`src/rtl/barrel_shift_scheduler.sv`:
```
// Round-robin arbiter sharing one combinational barrel shifter between two requesters.
// Latency req->done 2 cycles, one transaction per 3 cycles; req is only sampled while idle.
module barrel_shift_scheduler #(
  parameter int WIDTH = 16,
  parameter int SHW   = 2
) (
  input  logic             bsched_clk,
  input  logic             bsched_rst,
  input  logic [1:0]       bsched_req,
  input  logic [WIDTH-1:0] bsched_data0,
  input  logic [WIDTH-1:0] bsched_data1,
  input  logic [SHW+1:0]   bsched_ctrl0,
  input  logic [SHW+1:0]   bsched_ctrl1,
  output logic [1:0]       bsched_gnt,
  output logic [1:0]       bsched_done,
  output logic [WIDTH-1:0] bsched_result,
  output logic             bsched_busy,
  output logic [WIDTH-1:0] bsched_sh_in,
  output logic [SHW-1:0]   bsched_sh_shift,
  output logic             bsched_sh_sr,
  output logic             bsched_sh_dir,
  input  logic [WIDTH-1:0] bsched_sh_out
);

  localparam logic [1:0] IDLE    = 2'd0;
  localparam logic [1:0] ISSUE   = 2'd1;
  localparam logic [1:0] CAPTURE = 2'd2;

  logic [1:0]       state;
  logic             last_gnt;
  logic             win;
  logic [WIDTH-1:0] win_data;
  logic [SHW+1:0]   win_ctrl;

  // On a tie the requester not served last wins; a lone request wins outright.
  always_comb begin
    win      = (bsched_req == 2'b11) ? ~last_gnt : bsched_req[1];
    win_data = win ? bsched_data1 : bsched_data0;
    win_ctrl = win ? bsched_ctrl1 : bsched_ctrl0;
  end

  assign bsched_busy = (state != IDLE);

  always_ff @(posedge bsched_clk) begin
    if (bsched_rst) begin
      state           <= IDLE;
      last_gnt        <= 1'b1;
      bsched_gnt      <= 2'b00;
      bsched_done     <= 2'b00;
      bsched_result   <= '0;
      bsched_sh_in    <= '0;
      bsched_sh_shift <= '0;
      bsched_sh_sr    <= 1'b0;
      bsched_sh_dir   <= 1'b0;
    end else begin
      case (state)
        IDLE: begin
          if (|bsched_req) begin
            bsched_sh_in    <= win_data;
            bsched_sh_shift <= win_ctrl[SHW-1:0];
            bsched_sh_dir   <= win_ctrl[SHW];
            bsched_sh_sr    <= win_ctrl[SHW+1];
            bsched_gnt      <= win ? 2'b10 : 2'b01;
            last_gnt        <= win;
            state           <= ISSUE;
          end
        end
        ISSUE: begin
          bsched_result <= bsched_sh_out;
          bsched_done   <= bsched_gnt;
          state         <= CAPTURE;
        end
        CAPTURE: begin
          bsched_gnt  <= 2'b00;
          bsched_done <= 2'b00;
          state       <= IDLE;
        end
        default: state <= IDLE;
      endcase
    end
  end

endmodule

```
`config.mk`:
```
export PLATFORM = sky130hd
export DESIGN_NAME = barrel_shift_scheduler
export DESIGN_NICKNAME = d
export VERILOG_FILES = /design/src/rtl/barrel_shift_scheduler.sv
export SDC_FILE = /design/constraint.sdc
export NUM_CORES = 1
export LEC_CHECK = 0
export BUFFER_PORTS_ARGS = -buffer_cell sky130_fd_sc_hd__buf_2
export CORE_MARGIN = 4
export CORE_UTILIZATION = 35
export CTS_BUF_LIST = sky130_fd_sc_hd__clkbuf_2 sky130_fd_sc_hd__clkbuf_4 sky130_fd_sc_hd__clkbuf_8
export CTS_CLUSTER_DIAMETER = 80
export DETAILED_ROUTE_END_ITERATION = 6
export SETUP_SLACK_MARGIN = 0.15
export SYNTH_ARGS = -nofsm -noshare
export SYNTH_HDL_FRONTEND = slang
export SYNTH_SLANG_ARGS = --single-unit
```
`constraint.sdc`:
```
create_clock -name bsched_clk -period 4.44 [get_ports bsched_clk]
set_clock_uncertainty 0.1 [all_clocks]
set_input_delay 0.444 -clock bsched_clk [delete_from_list [all_inputs] [get_ports bsched_clk]]
set_output_delay 0.444 -clock bsched_clk [all_outputs]
set_load 0.02 [all_outputs]
```
[Word-level counts from Yosys, hierarchy flattened]
Cells that the tools add are included.
Widths: inputs -> output; s select.
Storage, ports and cells
  bits in registers: 43
Cells by class
  reductions and logical operators: 7
  muxes and demuxes: 9
  equality and inequality tests: 4
  bitwise operators: 1
Operators with widths (count)
  $mux 16: 1
  $pmux 2 s2: 3
  $mux 2: 3
  $reduce_bool 2->1: 3
  $eq 2x2->1 const B: 2
  $mux 4: 1
  $reduce_and 2->1: 2
  $eq 2x1->1 const B: 1
  $logic_not 2->1: 1
  $ne 2x2->1 const B: 1
  $reduce_or 2->1: 1
  $mux 1: 1
  $not 1->1: 1

[Depth between registers and ports, before layout]
Gate-level depths: netlist (run 1).
  depth after elaboration: 5
  gate-level depth with buffers: 6
  depth with buffers taken out: 5

[Worst setup path before layout (run 1)]
No wires, ideal clock.
  kind: reg2reg
  from: reg state[0]
  to: reg bsched_sh_in[12]
  clock period less this slack: 1.423 ns
  stages on the path, launching flop included: 6
  path slack: 3.017 ns
  arrival time: 1.235 ns
  cells stage by stage: dfxtp_1 -> inv_1 -> ha_1 -> o21a_1 -> buf_2 -> a311oi_2
Between the ends
  word-level cells in the longest chain between the ends: 2
Ends and longest elaborated chain
  from (decl): RTL line 29  | logic [1:0] state;
  from (signal assigned): RTL line 46  | state <= IDLE;
  from (signal assigned): RTL line 65  | state <= ISSUE;
  from (signal assigned): RTL line 71  | state <= CAPTURE;
  $logic_not 2->1: RTL line 56  | case (state)
  $reduce_and 2->1 (no source line)
  to (signal assigned): RTL line 59  | bsched_sh_in <= win_data;
  to (decl): RTL line 18  | output logic [WIDTH-1:0] bsched_sh_in,
Every way passes these cells.
A chain may end at the register's enable or synchronous reset.

[Final worst setup path (run 1)]
  from: reg state[1]
  to: reg bsched_sh_in[6]
The elaborated chain is that of the path after synthesis.

==> run summary, run 1 <==
WS Path Type: flip-flop to flip-flop
Final ANT Viol Nets: 0
# hold bufs at CTS: 0
via count: 1666
CP max stage cell: o21a_2
synthesized cell area: 1970 um^2
Post-DP HPWL: 3120 um
deepest clock path buffer count: 2
crit-path max cell delay: 0.77 ns
Leak: 1.20 nW
Worst EP required: 4.54 ns
first-pass GRT wire length: 7460 um
Diodes inserted: 0
area taken by multi-input logic gates: 1010 um^2
Num CTS Buffers: 5
Cell Chain, Critical Path: inv_1, ha_1, o21a_2, nor2_1, a311oi_2
total of flip-flops plus latches after synthesis: 43
Netlist cell types: 25
Reg2Reg Launch Point: state[1]
Overflow after GRT: 0
largest net degree at the start of global routing: 45
sequential share of power: 0.440
status: completed
global placement routability congestion: 0.699
Fillers: 583
Arr. time, crit path: 2.16 ns
port bufs: 100
Final #Nets: 360
Max-Cap Viols: 0
most frequent cells after synthesis: 43 x dfxtp_1, 39 x nor2_1, 31 x nand2_1
maximum VDD drop: 0.000153 V
die height: 83.0 um
Worst Setup End Kind: flip-flop
FF/Latch Area: 861 um^2
Final Cycle Share: 0.464
Via density: 4.53
Post-Place Worst Slack: 2.36 ns
initial antenna violation count: 0
RSZ-0062 raised after global routing: no
WL final: 4350 um
Clock Latency Late Sink: 0.28 ns
ys async rst share: 0
IO Count: 101
layout cells sized above 1: 0.480
Critical path buffers and inverters: 1
Worst Setup SP: state[1]
Core Box Area: 5470 um^2
upper clock frequency limit: 485 MHz
setup violators final: 0
clock network power share: 0.259
most frequent cell after synthesis: dfxtp_1
DRC: 0
Die Wd: 83.0 um
minimum clock period: 2.06 ns
synth warn: 0
num rows: 27
H-tree Lvls: 2
Startpoint Class: flip-flop
Post-synth EDFFs: 0
Area Overhead vs Synth: 30.7%
Yosys top cell area share: 0.437
Setup Buffers After CTS: 0
Top delay family on crit path: compound AO/OA/AOI/OAI gates
CTS tree: done
first-pass iteration count of the detailed router: 4
Starting Density: 0.360
top cells by area, synth: dfxtp_1 44%, a311oi_2 15%, mux2i_1 9.1%
Mapped Cells: 203
Clock Tree Root: clkbuf_8
CTS Sinks: 43
setup ws final: 2.38 ns
all-layer global routing usage: 0.128
syn_area_per_cell: 9.70 um^2
min-delay worst type: input port to flip-flop
Max Slew Vio Count: 0
worst hold margin: 0.291 ns
Final Hold Fails: 0
syn nets: 268
NetSw: 335 uW
measured slew at the worst slew-check pin: 0.997 ns
Fin Setup TNS: 0 ns
worst-path fanout max: 40
worst relative slew slack: 0.335
Int Power: 707 uW
DR WL/cell: 11.8 um
Seq/Total Area, Yosys: 0.437
CTS resizes: 0
vias in the first global route: 1679
switching part of the total power: 0.322
die area: 6890 um^2
pwr/cell area: 405 nW/um^2
Clock transition at path regs: 0.08 ns
Hold Path Origin: bsched_sh_out[4]
Comb power frac: 0.301
DR iter-0 viols: 35
Post-Route Utilization: 0.470
largest area contributor in the netlist: dfxtp_1
dominant synthesized flop cell: dfxtp_1
==> metal layers <==
| metal | wire length [um] | global-route usage | up-vias |
|---|---|---|---|
| met1 | 2050 | 0.152 | 713 |
| met5 | 0 | 0 | - |
| met4 | 44 | 0.0312 | 0 |
| li1 | - | - | 875 |
| met2 | 1800 | 0.211 | 73 |
| met3 | 453 | 0.0565 | 5 |
==> stage by stage <==
step	area, um^2	power, mW	cells
after floorplan	1970	0.696	203
after global placement	2470	0.781	360
after detailed placement	2470	0.786	360
after CTS	2570	1.06	368
after global routing	2570	1.11	368
final	2570	1.04	368
==> layout by cell type (no fill, tap or decap), drive strengths merged, types with 5 or more instances in the layout <==
cell type and instances:
buf 100, a311oi 20, mux2i 18, nand2 41, ha 5, nor2 39, dfxtp 43, clkbuf 8
==> final cells by class <==
type / count / area share
Sequential cell: 43 / 0.334
Clock buffer: 8 / 0.0404
Timing Repair Buffer: 100 / 0.194
Inverter: 3 / 0.00438
Tap cell: 72 / 0.0350
Multi-Input combinational cell: 142 / 0.391
==> flip-flops by register name, indices dropped and copies added, names as in the netlist <==
register,count
bsched_sh_in,16
last_gnt,1
bsched_sh_sr,1
state,2
bsched_sh_shift,2
bsched_sh_dir,1
bsched_result,16
bsched_done,2
bsched_gnt,2
==> path summary, 6_finish.rpt <==
path,to,slack [ns],cells past startpoint
worst max-delay path,bsched_sh_in[6],2.38,5
worst min-delay path,bsched_result[4],0.29,3
worst max register to register,bsched_sh_in[6],2.38,5
worst min register to register,bsched_done[0],0.38,2
==> kinds of logic after synthesis <==
kind of cell / count (synthesis) / synth area share
and+or+nand+nor: 89 / 0.198
DFF: 43 / 0.437
AOI/OAI and AO/OA: 30 / 0.189
adders and majority gates: 5 / 0.0318
muxes: 18 / 0.0915
buffers and inverters: 18 / 0.0521
==> tightest hold or removal path, cell delays in order <==
cell	delay, ns
buf_2	0.07
mux2i_1	0.06
nor2_1	0.07
==> power groups by stage <==
stage	Sequential, mW	Clock [mW]	Combinational (mW)
floorplan	0.520	0	0.176
CTS	0.459	0.285	0.319
global placement	0.466	0	0.316
finish	0.458	0.270	0.314
global route	0.465	0.300	0.347
detailed placement	0.467	0	0.320
Note: power is estimated with default switching activity, not from simulation.
==> run 2, diff against run 1 <==
--- a/config.mk
+++ b/config.mk
@@ -11,6 +11,7 @@
 export CTS_BUF_LIST = sky130_fd_sc_hd__clkbuf_2 sky130_fd_sc_hd__clkbuf_4 sky130_fd_sc_hd__clkbuf_8
 export CTS_CLUSTER_DIAMETER = 80
 export DETAILED_ROUTE_END_ITERATION = 6
+export PLACE_DENSITY = 0.67
 export SETUP_SLACK_MARGIN = 0.15
 export SYNTH_ARGS = -nofsm -noshare
 export SYNTH_HDL_FRONTEND = slang
==> constraint.sdc (replaced) <==
create_clock -name bsched_clk -period 1.7 [get_ports bsched_clk]
set_clock_uncertainty 0.1 [all_clocks]
set_input_delay 0.17 -clock bsched_clk [delete_from_list [all_inputs] [get_ports bsched_clk]]
set_output_delay 0.17 -clock bsched_clk [all_outputs]
set_load 0.02 [all_outputs]
==> run 2 against run 1 <==
Clock-buffer cell count is the same. Routed wire length rose by 5.7%. Setup slack lost 2.1 ns. First-iteration DRC count up 31%. Die area unchanged. Largest cell class unchanged. Clock power grew to 2.6 times the previous value. Utilization up 2.3 points. Via count increased by 4.1%. Register-to-register slack got worse by 2.1 ns. Total power grew to 2.7 times the previous value. Sequential share of layout area is 1.5 points lower.
==> run summary, run 2 (same netlist as run 1, synthesis figures left out) <==
minimum clock period: 1.44 ns
largest net degree at the start of global routing: 27
CTS tree: done
H-tree Lvls: 2
Cell Chain, Critical Path: inv_2, ha_4, inv_1, buf_4
non-filler instance count after layout: 374
dpl cells: 365
setup violators final: 0
all-layer global routing usage: 0.135
Starting Density: 0.360
first-pass GRT wire length: 7690 um
Num CTS Buffers: 5
min-delay worst type: input port to flip-flop
Final ANT Viol Nets: 0
global placement routability congestion: 0.733
measured slew at the worst slew-check pin: 0.498 ns
Core Box Area: 5470 um^2
maximum VDD drop: 0.000389 V
deepest clock path buffer count: 2
Final Instance Area: 2700 um^2
worst-path fanout max: 6
Critical path buffers and inverters: 3
Reg2Reg Launch Point: state[1]
upper clock frequency limit: 694 MHz
setup ws final: 0.259 ns
DRC: 0
die height: 83.0 um
first-pass iteration count of the detailed router: 4
Fin Setup TNS: 0 ns
Via density: 4.64
Setup Buffers After CTS: 0
Hold Path Origin: bsched_sh_out[14]
RSZ-0062 raised after global routing: no
Final #Nets: 366
Worst Setup SP: state[1]
most common cell after layout, fill and taps aside: buf_2
Die Wd: 83.0 um
IO Count: 101
Overflow after GRT: 0
Final Cycle Share: 0.848
pwr/cell area: 1050 nW/um^2
Diodes inserted: 0
CTS Sinks: 43
worst relative slew slack: 0.668
WS Path Type: flip-flop to output port
die area: 6890 um^2
Clock transition at path regs: 0.08 ns
WL final: 4600 um
Final Hold Fails: 0
Max-Cap Viols: 0
layout cells sized above 1: 0.503
num rows: 27
via count: 1735
commonest cells after routing, fill and taps aside: 99 x buf_2, 42 x dfxtp_1, 39 x nor2_1, 31 x nand2_1, 20 x a311oi_2
Fillers: 548
Clock Tree Root: clkbuf_8
Arr. time, crit path: 1.17 ns
Worst EP required: 1.43 ns
Post-Place Worst Slack: 0.0917 ns
vias in the first global route: 1685
DR WL/cell: 12.3 um
Worst Setup End Kind: output port
crit-path max cell delay: 0.37 ns
Top delay family on crit path: flip-flops
Max Slew Vio Count: 0
DR iter-0 viols: 46
port bufs: 100
Leak: 1.26 nW
Clock Latency Late Sink: 0.28 ns
initial antenna violation count: 0
Post-DP HPWL: 3260 um
Area Overhead vs Synth: 37.0%
Power, Total: 2.82 mW
Largest regs: bsched_result: 16 flops, bsched_sh_in: 16 flops
CP max stage cell: dfxtp_1
DP Area: 2530 um^2
status: completed
Startpoint Class: flip-flop
-- run 2: cell types whose count changed in the layout (fill, tap and decap cells not counted), sizes merged --
cell	change
buf	+6
-- run 2: report_power, final --
| part | switching (mW) | total [mW] | internal (mW) |
|---|---|---|---|
| registers | 0.0660 | 1.20 | 1.13 |
| clock network | 0.321 | 0.707 | 0.387 |
| logic | 0.518 | 0.919 | 0.401 |
| total | 0.904 | 2.82 | 1.92 |
-- run 2: per-layer routing --
| layer | up-vias | global-route usage | wire length, um |
|---|---|---|---|
| met5 | - | 0 | 0 |
| met4 | 0 | 0.0312 | 38 |
| met3 | 5 | 0.0536 | 433 |
| met2 | 76 | 0.232 | 2140 |
| met1 | 767 | 0.156 | 1990 |
| li1 | 887 | - | - |
-- run 2: timing repair --
item | CTS | global route
setup endpoints to repair | 22 | 25
hold buffers | 0 | 0
resized for setup | 4 | 6
gates cloned | 1 | 0
-- run 2: through the flow --
step / hold slack, ns / util
finish: 0.0193 / 0.493
CTS: 0.0127 / 0.489
global placement: 0.307 / 0.463
floorplan: 0.217 / -
detailed placement: 0.318 / 0.463
global route: 0.0290 / 0.493
-- run 2: layout make-up --
| cell class | count | area, um^2 | share of cell area |
|---|---|---|---|
| multi-input cells | 142 | 1040 | 0.385 |
| clock buffers | 8 | 104 | 0.0385 |
| repair buffers | 106 | 593 | 0.220 |
| inverters | 3 | 11.3 | 0.00417 |
| flip-flops and latches | 43 | 862 | 0.319 |
| well taps | 72 | 90.1 | 0.0334 |
-- run 2: final timing paths --
kind                        to  slack [ns]  depth (start not counted)
max reg2reg    bsched_sh_in[3]        0.29                          6
min reg2reg     bsched_done[1]        0.37                          2
max                bsched_busy        0.26                          4
min          bsched_result[14]        0.02                          3
-- run 2: worst min-delay path: cells and delay by family --
kind                   cells  cell delay [ns]
buffers and inverters      1             0.07
muxes                      1             0.06
and+or+nand+nor            1             0.07
